`src/rtl/automata_pkg.sv`:
```
// automata_pkg -- shared defaults and scheduler state encoding for the automata display core.
// Revision: 1.0
`default_nettype none

package automata_pkg;

    localparam int DEF_ADDR_W = 16;
    localparam int DEF_DATA_W = 20;
    localparam int DEF_GEN_W  = 16;

    typedef enum logic [1:0] {
        ST_IDLE       = 2'd0,
        ST_GEN        = 2'd1,
        ST_WAIT_FRAME = 2'd2
    } state_e;

endpackage

`default_nettype wire

```
`src/rtl/automata_arb2.sv`:
```
// automata_arb2 -- two-way write-port arbiter; requester A holds priority out of reset.
// Build option: AUTOMATA_SCHED_RR_EN alternates priority after each conflict. Revision: 1.0
`default_nettype none

module automata_arb2 (
    input  logic clk_i,
    input  logic rst_i,
    input  logic req_a_i,
    input  logic req_b_i,
    output logic gnt_a_o,
    output logic gnt_b_o
);

    logic pri_a_q;
    logic pri_a_d;

    assign gnt_a_o = req_a_i && (!req_b_i || pri_a_q);
    assign gnt_b_o = req_b_i && !gnt_a_o;

    always_comb begin
        pri_a_d = pri_a_q;
`ifdef AUTOMATA_SCHED_RR_EN
        // The winner of a conflict yields priority for the next one.
        if (req_a_i && req_b_i) begin
            pri_a_d = ~pri_a_q;
        end
`else
        pri_a_d = 1'b1;
`endif
    end

    always_ff @(posedge clk_i or posedge rst_i) begin
        if (rst_i) begin
            pri_a_q <= 1'b1;
        end else begin
            pri_a_q <= pri_a_d;
        end
    end

endmodule

`default_nettype wire

```
`src/rtl/automata_sched.sv`:
```
// automata_sched -- generation scheduler with double-buffered frame RAM and host/engine write arbitration.
// Build option: AUTOMATA_SCHED_RR_EN (round-robin arbitration in automata_arb2). Revision: 1.0
`default_nettype none

module automata_sched #(
    parameter int ADDR_W = automata_pkg::DEF_ADDR_W,
    parameter int DATA_W = automata_pkg::DEF_DATA_W,
    parameter int GEN_W  = automata_pkg::DEF_GEN_W
) (
    input  logic              clk108,
    input  logic              reset,
    input  logic              frame_done,
    input  logic              run,
    input  logic              step,
    input  logic              host_req,
    input  logic [ADDR_W-1:0] host_addr,
    input  logic [DATA_W-1:0] host_wdata,
    output logic              host_gnt,
    output logic              eng_start,
    input  logic              eng_req,
    input  logic [ADDR_W-1:0] eng_addr,
    input  logic [DATA_W-1:0] eng_wdata,
    output logic              eng_gnt,
    input  logic              eng_done,
    output logic              ram_we,
    output logic [ADDR_W:0]   ram_addr,
    output logic [DATA_W-1:0] ram_wdata,
    output logic              disp_bank,
    output logic [GEN_W-1:0]  gen_count,
    output logic              busy
);

    import automata_pkg::*;

    localparam logic [1:0] S_IDLE       = ST_IDLE;
    localparam logic [1:0] S_GEN        = ST_GEN;
    localparam logic [1:0] S_WAIT_FRAME = ST_WAIT_FRAME;

    logic [1:0]        state_q,     state_d;
    logic              eng_start_q, eng_start_d;
    logic              disp_bank_q, disp_bank_d;
    logic [GEN_W-1:0]  gen_count_q, gen_count_d;
    logic              ram_we_q,    ram_we_d;
    logic [ADDR_W:0]   ram_addr_q,  ram_addr_d;
    logic [DATA_W-1:0] ram_wdata_q, ram_wdata_d;
    logic              eng_req_gated;

    always_comb begin
        state_d     = state_q;
        eng_start_d = 1'b0;
        disp_bank_d = disp_bank_q;
        gen_count_d = gen_count_q;
        case (state_q)
            S_IDLE: begin
                if (run || step) begin
                    state_d     = S_GEN;
                    eng_start_d = 1'b1;
                end
            end
            S_GEN: begin
                // frame_done here is deliberately ignored: the back bank is not yet complete.
                if (eng_done) begin
                    state_d = S_WAIT_FRAME;
                end
            end
            S_WAIT_FRAME: begin
                if (frame_done) begin
                    disp_bank_d = ~disp_bank_q;
                    gen_count_d = gen_count_q + GEN_W'(1);
                    if (run) begin
                        state_d     = S_GEN;
                        eng_start_d = 1'b1;
                    end else begin
                        state_d = S_IDLE;
                    end
                end
            end
            default: begin
                state_d = S_IDLE;
            end
        endcase
    end

    // The engine may only write while a generation is being computed.
    assign eng_req_gated = eng_req && (state_q == S_GEN);

    automata_arb2 u_arb (
        .clk_i   (clk108),
        .rst_i   (reset),
        .req_a_i (host_req),
        .req_b_i (eng_req_gated),
        .gnt_a_o (host_gnt),
        .gnt_b_o (eng_gnt)
    );

    // Bank select uses the pre-swap disp_bank_q even in the swap cycle.
    always_comb begin
        ram_we_d    = host_gnt || eng_gnt;
        ram_addr_d  = ram_addr_q;
        ram_wdata_d = ram_wdata_q;
        if (host_gnt) begin
            ram_addr_d  = {disp_bank_q, host_addr};
            ram_wdata_d = host_wdata;
        end else if (eng_gnt) begin
            ram_addr_d  = {~disp_bank_q, eng_addr};
            ram_wdata_d = eng_wdata;
        end
    end

    always_ff @(posedge clk108 or posedge reset) begin
        if (reset) begin
            state_q     <= S_IDLE;
            eng_start_q <= 1'b0;
            disp_bank_q <= 1'b0;
            gen_count_q <= '0;
            ram_we_q    <= 1'b0;
            ram_addr_q  <= '0;
            ram_wdata_q <= '0;
        end else begin
            state_q     <= state_d;
            eng_start_q <= eng_start_d;
            disp_bank_q <= disp_bank_d;
            gen_count_q <= gen_count_d;
            ram_we_q    <= ram_we_d;
            ram_addr_q  <= ram_addr_d;
            ram_wdata_q <= ram_wdata_d;
        end
    end

    assign eng_start = eng_start_q;
    assign disp_bank = disp_bank_q;
    assign gen_count = gen_count_q;
    assign ram_we    = ram_we_q;
    assign ram_addr  = ram_addr_q;
    assign ram_wdata = ram_wdata_q;
    assign busy      = (state_q != S_IDLE);

endmodule

`default_nettype wire

```
`config.mk`:
```
export PLATFORM = sky130hd
export DESIGN_NAME = automata_sched
export DESIGN_NICKNAME = d
export VERILOG_FILES = /design/src/rtl/automata_pkg.sv /design/src/rtl/automata_arb2.sv /design/src/rtl/automata_sched.sv
export SDC_FILE = /design/constraint.sdc
export NUM_CORES = 1
export LEC_CHECK = 0
export ABC_CLOCK_PERIOD_IN_PS = 2900
export CORE_ASPECT_RATIO = 0.9
export CORE_MARGIN = 1.5
export CORE_UTILIZATION = 30
export DETAILED_ROUTE_END_ITERATION = 10
export PLACE_DENSITY = 0.68
export SLEW_MARGIN = 20
export SYNTH_ARGS = -nofsm -noshare
export SYNTH_HDL_FRONTEND = slang
export SYNTH_SLANG_ARGS = --single-unit
```
`constraint.sdc`:
```
create_clock -name clk108 -period 2.9 [get_ports clk108]
set_input_delay 0.58 -clock clk108 [delete_from_list [all_inputs] [get_ports clk108]]
set_output_delay 0.58 -clock clk108 [all_outputs]
set_load 0.05 [all_outputs]
```
# Word-level counts from Yosys, hierarchy flattened
# Cells that the tools add are included.
[totals]
regBits = 58
inputBits = 80
output_inout_bits = 59
elab_cells = 37
[op_classes]
add_sub_neg = 1
eq_ne = 5
muxes = 13
bitwise_logic = 1
n_reduce_logical = 10
[ops]
columns = ["cell", "count"]
rows = [
  ["2-to-1 mux 20 bit", 2],
  ["2-to-1 mux 17 bit", 2],
  ["adder 16 x 1 -> 16 bit, second input constant", 1],
  ["2-to-1 mux 2 bit", 3],
  ["!= test 2 bit, second input constant", 3],
  ["case mux 2 bit (3 select lines)", 1],
  ["2-to-1 mux 1 bit", 4],
  ["nonzero test 2 bit", 2],
  ["AND reduction 3 bit", 1],
  ["== test 2 x 1 -> 1 bit, second input constant", 1],
  ["== test 2 bit, second input constant", 1],
  ["logical AND 1 bit", 2],
  ["logical NOT 2 bit", 1],
  ["logical OR 1 bit", 2],
  ["case mux 1 bit (2 select lines)", 1],
  ["AND reduction 2 bit", 1],
  ["logical NOT 1 bit", 1],
  ["NOT 1 bit", 1],
]

# Logic depth before layout (Yosys ltp)
# Gate-level depths: netlist (run 1).
[depth]
ltp_word = 5
depth_mapped = 6
depth_no_buf = 4

# Cells and area by module
# A second synthesis (run 1) with hierarchy kept.
[unflattened]
hier_cells = 240
hier_area_um2 = 2645.0
[modules_own_cells]
columns = ["module", "instances", "cells_per_inst", "area_each_um2"]
rows = [
  ["automata_sched", 1, 238, 2623.8],
  ["automata_arb2", 1, 2, 21.3],
]

# Worst setup path before layout (run 1)
# No wires, ideal clock.
[synth_path]
kind = "input to output"
start = "input port host_req"
end = "output port eng_gnt"
t_arrival_ps = 1758
setup_slack_ps = 562
cell_stages = 4
path_buffers = 3
cell_sequence = "buf_2 -> buf_4 -> buf_2 -> nor2_1"
[synth_between]
elab_chain_cells = 2
[synth_rtl]
columns = ["item", "line_no", "text"]
rows = [
  ["start: declaration", "automata_sched.sv:15", "input logic host_req,"],
  ["logical NOT 1 bit", "automata_arb2.sv:18", "assign gnt_b_o = req_b_i && !gnt_a_o;"],
  ["logical AND 1 bit", "automata_arb2.sv:18", ""],
  ["end: declaration", "automata_sched.sv:23", "output logic eng_gnt,"],
]
# No other way between the ends.

# Worst setup path in the final report (run 1)
[layout_path]
start = "register state_q[0]"
end = "output port busy"
[layout_between]
elab_chain_cells = 1
[layout_rtl]
columns = ["item", "line_no", "text"]
rows = [
  ["start: declaration", "automata_sched.sv:39", "logic [1:0] state_q, state_d;"],
  ["start signal: assignment", "automata_sched.sv:120", "state_q <= state_d;"],
  ["nonzero test 2 bit", "automata_sched.sv:136", "assign busy = (state_q != S_IDLE);"],
  ["end: declaration", "automata_sched.sv:30", "output logic busy"],
]
# No other way between the ends.

==> results of run 1 <==
-- cell families (layout without fill, tap and decap cells) --
kind of cell    count (synthesis)  in the layout
simple gates                   71             71
flops                          58             58
compound gates                 41             41
mux                            37             37
buf+inv                        19            160
xor+xnor                       16             16
fa+ha+maj                       1              1
-- power breakdown --
part / switching [W] / leakage (nW) / internal, W
registers: 0.000133 / 0.726 / 0.000998
logic: 0.000970 / 1.04 / 0.000538
clock network: 0.000303 / 0.0986 / 0.000442
-- layer usage --
metal	vias to the layer above	share of wire
met5	-	0
met4	0	0.013
met3	9	0.094
met2	87	0.49
met1	981	0.41
li1	1095	-
-- synthesized netlist by cell type (all sizes together) --
| master | instances | area [um^2] |
|---|---|---|
| and2 | 1 | 6.26 |
| and2b | 1 | 8.76 |
| nand2 | 46 | 173 |
| xnor2 | 12 | 113 |
| and3b | 1 | 8.76 |
| buf | 16 | 116 |
| mux2 | 1 | 11.3 |
| nand3 | 4 | 35.0 |
| and3 | 2 | 12.5 |
| or2 | 1 | 6.26 |
| inv | 2 | 7.51 |
| and4 | 1 | 11.3 |
| dfrtp | 58 | 1450 |
| nand2b | 2 | 12.5 |
| mux2i | 36 | 360 |
| a21oi | 2 | 13.8 |
| xor2 | 4 | 35.0 |
| clkbuf | 1 | 3.75 |
| nand4 | 4 | 40.0 |
| a221o | 1 | 10.0 |
| nor2b | 2 | 20.0 |
| ha | 1 | 12.5 |
| nor2 | 4 | 15.0 |
| nor3 | 2 | 15.0 |
| o21ai | 38 | 190 |
-- worst max-delay path, delay by kind of cell, from the launching register on --
family                 cells  cell delay, ns
AND/OR/NAND/NOR            1            0.31
flip-flops                 1            0.42
buffers and inverters      1            0.70
-- state kept, by name, indices dropped and copies added (netlist names) --
name       cells
ram_wdata     20
ram_addr      17
gen_count     16
state_q        2
disp_bank      1
eng_start      1
ram_we         1
-- through the flow --
step	cells	cell area [um^2]	power, W	utilization
2_1_floorplan	243	2690	0.00210	-
3_3_place_gp	487	4140	0.00265	0.479
3_5_place_dp	487	4140	0.00267	0.479
4_1_cts	503	4340	0.00344	0.502
5_1_grt	503	4340	0.00357	0.502
6_report	503	4340	0.00338	0.502
-- final timing paths --
kind,slack (ns),cells past startpoint,to
max,0.57,2,busy
min,0.47,1,gen_count[15]$_DFFE_PP0P_
max reg2reg,1.24,4,ram_wdata[9]$_DFFE_PP0P_
min reg2reg,0.47,1,gen_count[15]$_DFFE_PP0P_
max in group asynchronous,1.67,3,gen_count[15]$_DFFE_PP0P_
min in group asynchronous,0.65,2,gen_count[8]$_DFFE_PP0P_
-- cell type report --
type,count,share of cell area
Clock inverter,4,0.0115
Tap cell,119,0.0343
Clock buffer,12,0.0357
Timing Repair Buffer,142,0.325
Inverter,2,0.00173
Sequential cell,58,0.334
Multi-Input combinational cell,166,0.257
==> summary.md, run 1 <==
| Metric | Value |
|---|---|
| # diodes | `0` |
| Hold WC Path Type | `flop to flop` |
| Maximum clock path buffer count | `2` |
| Max VDD drop | `417 uV` |
| Met3 Track Usage GR | `0.0619` |
| Clock Sinks | `58` |
| Final Wtd Congestion | `0.718` |
| Fmax | `428 MHz` |
| Synth Instances | `243` |
| Drt drc | `0` |
| # Post-CTS Setup Buffers | `0` |
| Final ANT Viol Nets | `0` |
| CTS Hold Bufs | `0` |
| Cell Pwr Density | `779 mW/mm^2` |
| Rel. slew slack | `0.573` |
| Commonest non-fill, non-tap cell in the layout | `clkdlybuf4s50_1` |
| Syn. warnings | `0` |
| Multi-input logic area | `0.00112 mm^2` |
| Worst EP arrival | `1.75 ns` |
| Synthesized area | `0.00269 mm^2` |
| Avg Cell Area, Syn | `11.1 um^2` |
| Max FO, Critical Path | `6` |
| RSZ-0062 raised after global routing | `no` |
| Yosys reg bits | `58` |
| FP Rows | `32` |
| Root Driver | `clkbuf_8` |
| Register Area | `0.00145 mm^2` |
| LEAKAGE | `1.87 nW` |
| CTS tree | `yes` |
| Core Area | `0.00865 mm^2` |
| Final hold vios | `0` |
| DP Worst Slack | `0.794 ns` |
| Met1 usage | `0.155` |
| GRT Max-Usage Layer | `met2` |
| Maxcap violations | `0` |
| Clock skew | `0.00846 ns` |
| Vias in the first global route | `2152` |
| Clock H-tree levels | `3` |
| Vias | `2172` |
| Io pins | `139` |
| CP max-delay cell | `clkdlybuf4s50_1` |
| Post-DR vias/cell | `4.32` |
| First-pass GRT wire length | `10100 um` |
| GR Layer Usage met2 | `0.239` |
| Adder-cell share of the synthesized area | `0.00465` |
| PnR worst setup slack | `0.565 ns` |
| Setup TNS | `0 ns` |
| Final Net Count | `460` |
| Die area | `0.00954 mm^2` |
| Distinct cells, synth | `33` |
| Post-synthesis compound-gate area fraction | `0.0796` |
| Die X | `103 um` |
| Total nets after synthesis | `324` |
| Remaining Overflow, GRT | `0` |
| Status | `complete, no violations` |
| Die Span Y | `92.8 um` |
| Period utilization | `0.805` |
| Number of buffers created by CTS | `9` |
| DPL Wire Length | `4980 um` |
| Xor and xnor area share after synthesis | `0.0549` |
| Setup Viol. Count Final | `0` |
| Sequential area share after synthesis | `0.540` |
| Final hold slack | `0.467 ns` |
| Kind of critical path | `flop to output port` |
| Dominant combinational cell family by area after synthesis | `multiplexers` |
| Resized Gates After CTS | `0` |
| HP Start | `gen_count[15]$_DFFE_PP0P_` |
| Post-Route WL | `6320 um` |
| Wirelength per Cell | `12.6 um` |
| Commonest cells after routing, fill and taps aside | `clkdlybuf4s50_1, dfrtp_1, nand2_1, o21ai_0, mux2i_1` |
| Area Overhead vs Synth | `61.6%` |
| Critical Path Source Type | `flop` |
| Initial core utilization | `0.311` |
| Initial antenna violation count | `0` |
| Initial DRC Count | `22` |
| Filler cells | `824` |
| DRT Pass-1 Iters | `4` |
| Worst path cell trace | `or2_2 > clkdlybuf4s50_1` |
| Simple-Gate Fraction of Synth Area | `0.135` |
| Crit path largest cell delay | `0.70 ns` |
| Max Slew Vio Count | `0` |
| Largest net degree at the start of global routing | `38` |
| Critical register-to-register path startpoint | `state_q[0]$_DFFE_PP0P_` |
| Worst-Margin Slew | `0.641 ns` |
| GRT Overall Usage | `0.140` |
| Crit path time final | `2.33 ns` |
| Share of cells above drive strength 1 | `0.0911` |
| Multiplexer share of the synthesized area | `0.138` |
| Crit path from | `state_q[0]$_DFFE_PP0P_` |
| Crit end category | `output port` |
| Clock latency on the worst-skew pair | `0.33 ns` |
| I/O Buffers | `138` |
| Required time worst endpoint | `2.32 ns` |
| Reg clk slew, reported paths | `0.07 ns` |
No activity file was read; power rests on OpenSTA's default activity.
==> run 2: changes to the inputs <==
- ABC_CLOCK_PERIOD_IN_PS: 2900 -> 1900
- PLACE_DENSITY: 0.68 -> 0.7
- clock period: 2.9 -> 1.9 ns (I/O delays scaled with it)
==> summary.md, run 2 (synthesis gave the netlist of run 1 again) <==
| Metric | Value |
|---|---|
| Status | `complete, no violations (unchanged)` |
| Total power | `0.00543 W (was 0.00338 W)` |
| CP max-delay cell | `clkdlybuf4s50_1 (unchanged)` |
| CTS tree | `yes (unchanged)` |
| Cell Pwr Density | `1220 mW/mm^2 (was 779 mW/mm^2)` |
| I/O Buffers | `138 (unchanged)` |
| RSZ-0062 raised after global routing | `no (unchanged)` |
| Area Overhead vs Synth | `65.2% (was 61.6%)` |
| Hold WC Path Type | `input pin to async pin (was flop to flop)` |
| Post-Route WL | `6640 um (was 6320 um)` |
| Rel. slew slack | `0.650 (was 0.573)` |
| Pint | `0.00325 W (was 0.00198 W)` |
| Fmax | `540 MHz` |
| Crit path largest cell delay | `0.80 ns (was 0.70 ns)` |
| R2R depth | `4 (unchanged)` |
| Net Sw Power | `0.00218 W (was 0.00141 W)` |
| Io pins | `139 (unchanged)` |
| Final hold vios | `0 (unchanged)` |
| # diodes | `0 (unchanged)` |
| Remaining Overflow, GRT | `0 (unchanged)` |
| Commonest non-fill, non-tap cell in the layout | `clkdlybuf4s50_1 (unchanged)` |
| Setup Viol. Count Final | `0 (unchanged)` |
| Core Area | `0.00865 mm^2 (unchanged)` |
| Clock H-tree levels | `3 (unchanged)` |
| Clock power frac | `0.264 (was 0.220)` |
| Crit end category | `output port (unchanged)` |
| Final hold slack | `0.384 ns (was 0.467 ns)` |
| Clock latency on the worst-skew pair | `0.34 ns (was 0.33 ns)` |
| Worst EP arrival | `1.47 ns (was 1.75 ns)` |
| Initial antenna violation count | `0 (unchanged)` |
| Setup TNS | `0 ns (unchanged)` |
| Clock Sinks | `58 (unchanged)` |
| DPL Wire Length | `5090 um (was 4980 um)` |
| Max FFs per register | `20 (unchanged)` |
| Sequential power share | `0.318 (was 0.334)` |
| CTS Hold Bufs | `0 (unchanged)` |
| Initial DRC Count | `38 (was 22)` |
| Number of buffers created by CTS | `9 (unchanged)` |
| Post-DR vias/cell | `4.35 (was 4.32)` |
| Share of cells above drive strength 1 | `0.193 (was 0.0911)` |
| Inst Count DP | `491 (was 487)` |
| Worst-Margin Slew | `0.523 ns (was 0.641 ns)` |
| Period utilization | `0.974` |
| Non-Filler Instances | `507 (was 503)` |
| Wirelength per Cell | `13.1 um (was 12.6 um)` |
| Largest net degree at the start of global routing | `38 (unchanged)` |
| Worst path cell trace | `clkdlybuf4s50_1 (was or2_2 > clkdlybuf4s50_1)` |
| Vias in the first global route | `2235 (was 2152)` |
| Final ANT Viol Nets | `0 (unchanged)` |
| Maximum clock path buffer count | `2 (unchanged)` |
| Crit path time final | `1.85 ns` |
| Final Wtd Congestion | `0.719 (was 0.718)` |
| Die area | `0.00954 mm^2 (unchanged)` |
| Reg clk slew, reported paths | `0.06 ns (was 0.07 ns)` |
| Crit path max-delay family | `buffers and inverters (unchanged)` |
| Die Span Y | `92.8 um (unchanged)` |
| Clock skew | `0.00419 ns (was 0.00846 ns)` |
| Commonest cells after routing, fill and taps aside | `clkdlybuf4s50_1, dfrtp_1, nand2_1, o21ai_0, buf_4 (was clkdlybuf4s50_1, dfrtp_1, nand2_1, o21ai_0, mux2i_1)` |
| GRT Overall Usage | `0.147 (was 0.140)` |
| Critical Path Source Type | `flop (unchanged)` |
| Maxcap violations | `0 (unchanged)` |
| Kind of critical path | `flop to output port (unchanged)` |
| Die X | `103 um (unchanged)` |
| Root Driver | `clkbuf_8 (unchanged)` |
| Combinational power share | `0.419 (was 0.446)` |
| Max VDD drop | `527 uV (was 417 uV)` |
| FP Rows | `32 (unchanged)` |
| First-pass GRT wire length | `10600 um (was 10100 um)` |
| Sum of buffers and inverters on the critical path | `1 (unchanged)` |
| Max FO, Critical Path | `2 (was 6)` |
| LEAKAGE | `2.16 nW (was 1.87 nW)` |
| WP depth | `1 (was 2)` |
| Switching share of power | `0.402 (was 0.415)` |
| Drt drc | `0 (unchanged)` |
| DRT Pass-1 Iters | `4 (unchanged)` |
| Vias | `2207 (was 2172)` |
| Final Net Count | `464 (was 460)` |
| Required time worst endpoint | `1.52 ns (was 2.32 ns)` |
| Max Slew Vio Count | `0 (unchanged)` |
| Initial core utilization | `0.311 (unchanged)` |
| # Post-CTS Setup Buffers | `0 (unchanged)` |
[run 2: cell count changes in the layout (fill, tap and decap cells not counted), moves of 2 or more]
cell,change
clkdlybuf4s50_1,-55
buf_4,+33
bufinv_16,+2
dlygate4sd2_1,+5
buf_12,+6
dlymetal6s2s_1,+15
[run 2: cell type report]
class | instances | area [um^2]
multi-input cells | 166 | 1120
flip-flops and latches | 58 | 1450
repair buffers | 146 | 1460
inverters | 2 | 7.51
fillers | 835 | 4210
clock inverters | 4 | 97.6
well taps | 119 | 149
clock buffers | 12 | 155
[run 2: what timing repair did]
action                     CTS  global route
setup endpoints to repair    5            15
cloned                       0             0
hold endpoints to repair     0             0
gates resized for setup      5            15
[run 2: power groups by stage]
stage          clock network, W  registers, W  logic (W)
2_1_floorplan                 0       0.00267   0.000526
4_1_cts                 0.00148       0.00173    0.00231
6_report                0.00143       0.00173    0.00228
3_3_place_gp                  0       0.00175    0.00231
3_5_place_dp                  0       0.00175    0.00233
5_1_grt                 0.00155       0.00177    0.00240
[run 2: final timing paths]
path / start / to / slack, ns
setup reg to reg: gen_count[6]$_DFFE_PP0P_ / gen_count[15]$_DFFE_PP0P_ / 0.43
hold reg to reg: gen_count[15]$_DFFE_PP0P_ / gen_count[15]$_DFFE_PP0P_ / 0.47
min in group clk108: gen_count[15]$_DFFE_PP0P_ / gen_count[15]$_DFFE_PP0P_ / 0.47
max in group asynchronous: reset / gen_count[15]$_DFFE_PP0P_ / 1.02
setup / recovery: ram_wdata[16]$_DFFE_PP0P_ / ram_wdata[16] / 0.05
hold / removal: reset / ram_wdata[17]$_DFFE_PP0P_ / 0.38
[run 2: layer usage]
metal  up-vias  GRT usage  wire [um]
met2        96      0.238       3060
li1       1105          -          -
met3        13     0.0740        701
met1       993      0.166       2730
met5         -          0          0
met4         0     0.0541        150
[run 2: through the flow]
stage / util / setup WS (ns) / cell area [um^2]
after floorplan: - / 0.0920 / 2690
after global placement: 0.481 / 0.153 / 4160
after detailed placement: 0.481 / 0.131 / 4160
after CTS: 0.509 / 0.000841 / 4410
after global routing: 0.514 / 0.00207 / 4440
final: 0.514 / 0.0491 / 4440
==> run 3: changes to the inputs <==
- CORE_UTILIZATION: 30 -> 35
- PLACE_DENSITY: 0.7 -> 0.79
- TNS_END_PERCENT: default -> 5
==> summary.md, run 3 (synthesis gave the netlist of run 1 again) <==
| Metric | Value |
|---|---|
| Max Slew Vio Count | `0 (unchanged)` |
| Die area | `0.00822 mm^2 (was 0.00954 mm^2)` |
| R2R depth | `4 (unchanged)` |
| Clock Sinks | `58 (unchanged)` |
| Crit path largest cell delay | `0.80 ns (about the same)` |
| Initial core utilization | `0.358 (was 0.311)` |
| Critical register-to-register path startpoint | `state_q[0]$_DFFE_PP0P_ (was gen_count[6]$_DFFE_PP0P_)` |
| Worst EP arrival | `1.47 ns (about the same)` |
| Clock H-tree levels | `3 (unchanged)` |
| LEAKAGE | `2.17 nW (was 2.16 nW)` |
| CTS tree | `yes (unchanged)` |
| Vias | `2225 (was 2207)` |
| Commonest cells after routing, fill and taps aside | `clkdlybuf4s50_1, dfrtp_1, nand2_1, o21ai_0, mux2i_1 (was clkdlybuf4s50_1, dfrtp_1, nand2_1, o21ai_0, buf_4)` |
| Core Area | `0.00751 mm^2 (was 0.00865 mm^2)` |
| Clock latency on the worst-skew pair | `0.34 ns (about the same)` |
| Final hold vios | `0 (unchanged)` |
| First-pass GRT wire length | `10600 um (about the same)` |
| Combinational power share | `0.427 (was 0.419)` |
| Initial antenna violation count | `0 (unchanged)` |
| Setup TNS | `0 ns (unchanged)` |
| Period utilization | `0.976 (was 0.974)` |
| Initial DRC Count | `73 (was 38)` |
| Net Sw Power | `0.00218 W (about the same)` |
| Largest net degree at the start of global routing | `56 (was 38)` |
| Final ANT Viol Nets | `0 (unchanged)` |
| RSZ-0062 raised after global routing | `yes (was no)` |
| Filler cells | `629 (was 835)` |
| Total power | `0.00532 W (was 0.00543 W)` |
| Maximum clock path buffer count | `2 (unchanged)` |
| GRT Overall Usage | `0.175 (was 0.147)` |
| Drt drc | `0 (unchanged)` |
| Wirelength per Cell | `13.8 um (was 13.1 um)` |
| FF-to-FF End | `ram_addr[3]$_DFFE_PP0P_ (was gen_count[15]$_DFFE_PP0P_)` |
| Post-Route WL | `6660 um (was 6640 um)` |
| Area Overhead vs Synth | `63.6% (was 65.2%)` |
| Kind of critical path | `flop to output port (unchanged)` |
| Rel. slew slack | `0.644 (was 0.650)` |
| Crit end category | `output port (unchanged)` |
| Max VDD drop | `715 uV (was 527 uV)` |
| Clock power frac | `0.249 (was 0.264)` |
| Worst path cell trace | `clkdlybuf4s50_1 (unchanged)` |
| Setup Viol. Count Final | `0 (unchanged)` |
| Die X | `95.4 um (was 103 um)` |
| Io pins | `139 (unchanged)` |
| Final Wtd Congestion | `0.739 (was 0.719)` |
| I/O Buffers | `138 (unchanged)` |
| Final Net Count | `463 (was 464)` |
| Reg clk slew, reported paths | `0.06 ns (about the same)` |
| Status | `complete, no violations (unchanged)` |
| Die Span Y | `86.2 um (was 92.8 um)` |
| Worst-Margin Slew | `0.533 ns (was 0.523 ns)` |
| Crit path max-delay family | `buffers and inverters (unchanged)` |
| Final hold slack | `0.318 ns (was 0.384 ns)` |
| Cell Pwr Density | `1210 mW/mm^2 (was 1220 mW/mm^2)` |
| Fmax | `539 MHz (was 540 MHz)` |
| Remaining Overflow, GRT | `0 (unchanged)` |
| FP Rows | `30 (was 32)` |
| Crit path time final | `1.85 ns (about the same)` |
| Pint | `0.00314 W (was 0.00325 W)` |
| Critical Path Source Type | `flop (unchanged)` |
| Commonest non-fill, non-tap cell in the layout | `clkdlybuf4s50_1 (unchanged)` |
| Vias in the first global route | `2220 (was 2235)` |
| Max FFs per register | `20 (unchanged)` |
| Max FO, Critical Path | `2 (unchanged)` |
| Root Driver | `clkbuf_8 (unchanged)` |
| Switching share of power | `0.410 (was 0.402)` |
| Utilization after layout | `0.586 (was 0.514)` |
| Maxcap violations | `0 (unchanged)` |
| Sequential power share | `0.324 (was 0.318)` |
| Sum of buffers and inverters on the critical path | `1 (unchanged)` |
| DPL Wire Length | `5170 um (was 5090 um)` |
| Number of buffers created by CTS | `9 (unchanged)` |
| DRT Pass-1 Iters | `4 (unchanged)` |
| R2r setup slk | `0.47 ns (was 0.43 ns)` |
| Post-DR vias/cell | `4.61 (was 4.35)` |
| Share of cells above drive strength 1 | `0.178 (was 0.193)` |
| Hold WC Path Type | `input pin to async pin (unchanged)` |
| # diodes | `0 (unchanged)` |
| Clock skew | `0.00540 ns (was 0.00419 ns)` |
| CP max-delay cell | `clkdlybuf4s50_1 (unchanged)` |
| Required time worst endpoint | `1.52 ns (about the same)` |
## run 3: area by class of cell
class,count,area (um^2),area share
clock buffers,12,165,0.0376
clock inverters,4,72.6,0.0165
inverters,2,7.51,0.00171
multi-input cells,166,1120,0.255
flip-flops and latches,58,1450,0.330
well taps,96,120,0.0273
repair buffers,145,1460,0.332
## run 3: worst max-delay path by stage
stage               cells after the start               startpoint  slack (ns)                        to
floorplan                               1                    reset        0.09     disp_bank$_DFFE_PP0P_
global placement                        5               frame_done        0.12  gen_count[8]$_DFFE_PP0P_
detailed placement                      5               frame_done        0.11  gen_count[8]$_DFFE_PP0P_
CTS                                     1  ram_addr[9]$_DFFE_PP0P_       0.005               ram_addr[9]
global route                            4   state_q[1]$_DFFE_PP0P_      -0.005                   eng_gnt
finish                                  1  ram_addr[1]$_DFFE_PP0P_        0.05               ram_addr[1]
## run 3: repair_timing
item,in CTS,in global routing
hold buffers,0,0
gates resized for setup,8,18
setup endpoints to repair,8,19
buffers inserted,0,0
## run 3: layer usage
metal	routed length [um]	vias up	part of all wire	global-route usage
met2	3420	90	0.51	0.311
met1	2480	1019	0.37	0.179
met3	661	12	0.099	0.0807
li1	-	1104	-	-
met5	0	-	0	0
met4	91	0	0.014	0.0602
## run 3: per-stage QoR
step                      cell area (um^2)  instances  setup WS, ns
after floorplan                       2690        243        0.0920
after global placement                4130        467         0.124
after detailed placement              4130        467         0.110
after CTS                             4350        483       0.00546
after global routing                  4400        483      -0.00533
final                                 4400        483        0.0453
## run 3: power groups by stage
stage | clock network [W] | registers (W) | logic [W]
2_1_floorplan | 0 | 0.00267 | 0.000526
3_3_place_gp | 0 | 0.00174 | 0.00230
3_5_place_dp | 0 | 0.00175 | 0.00233
4_1_cts | 0.00137 | 0.00173 | 0.00230
5_1_grt | 0.00144 | 0.00177 | 0.00240
6_report | 0.00133 | 0.00172 | 0.00227
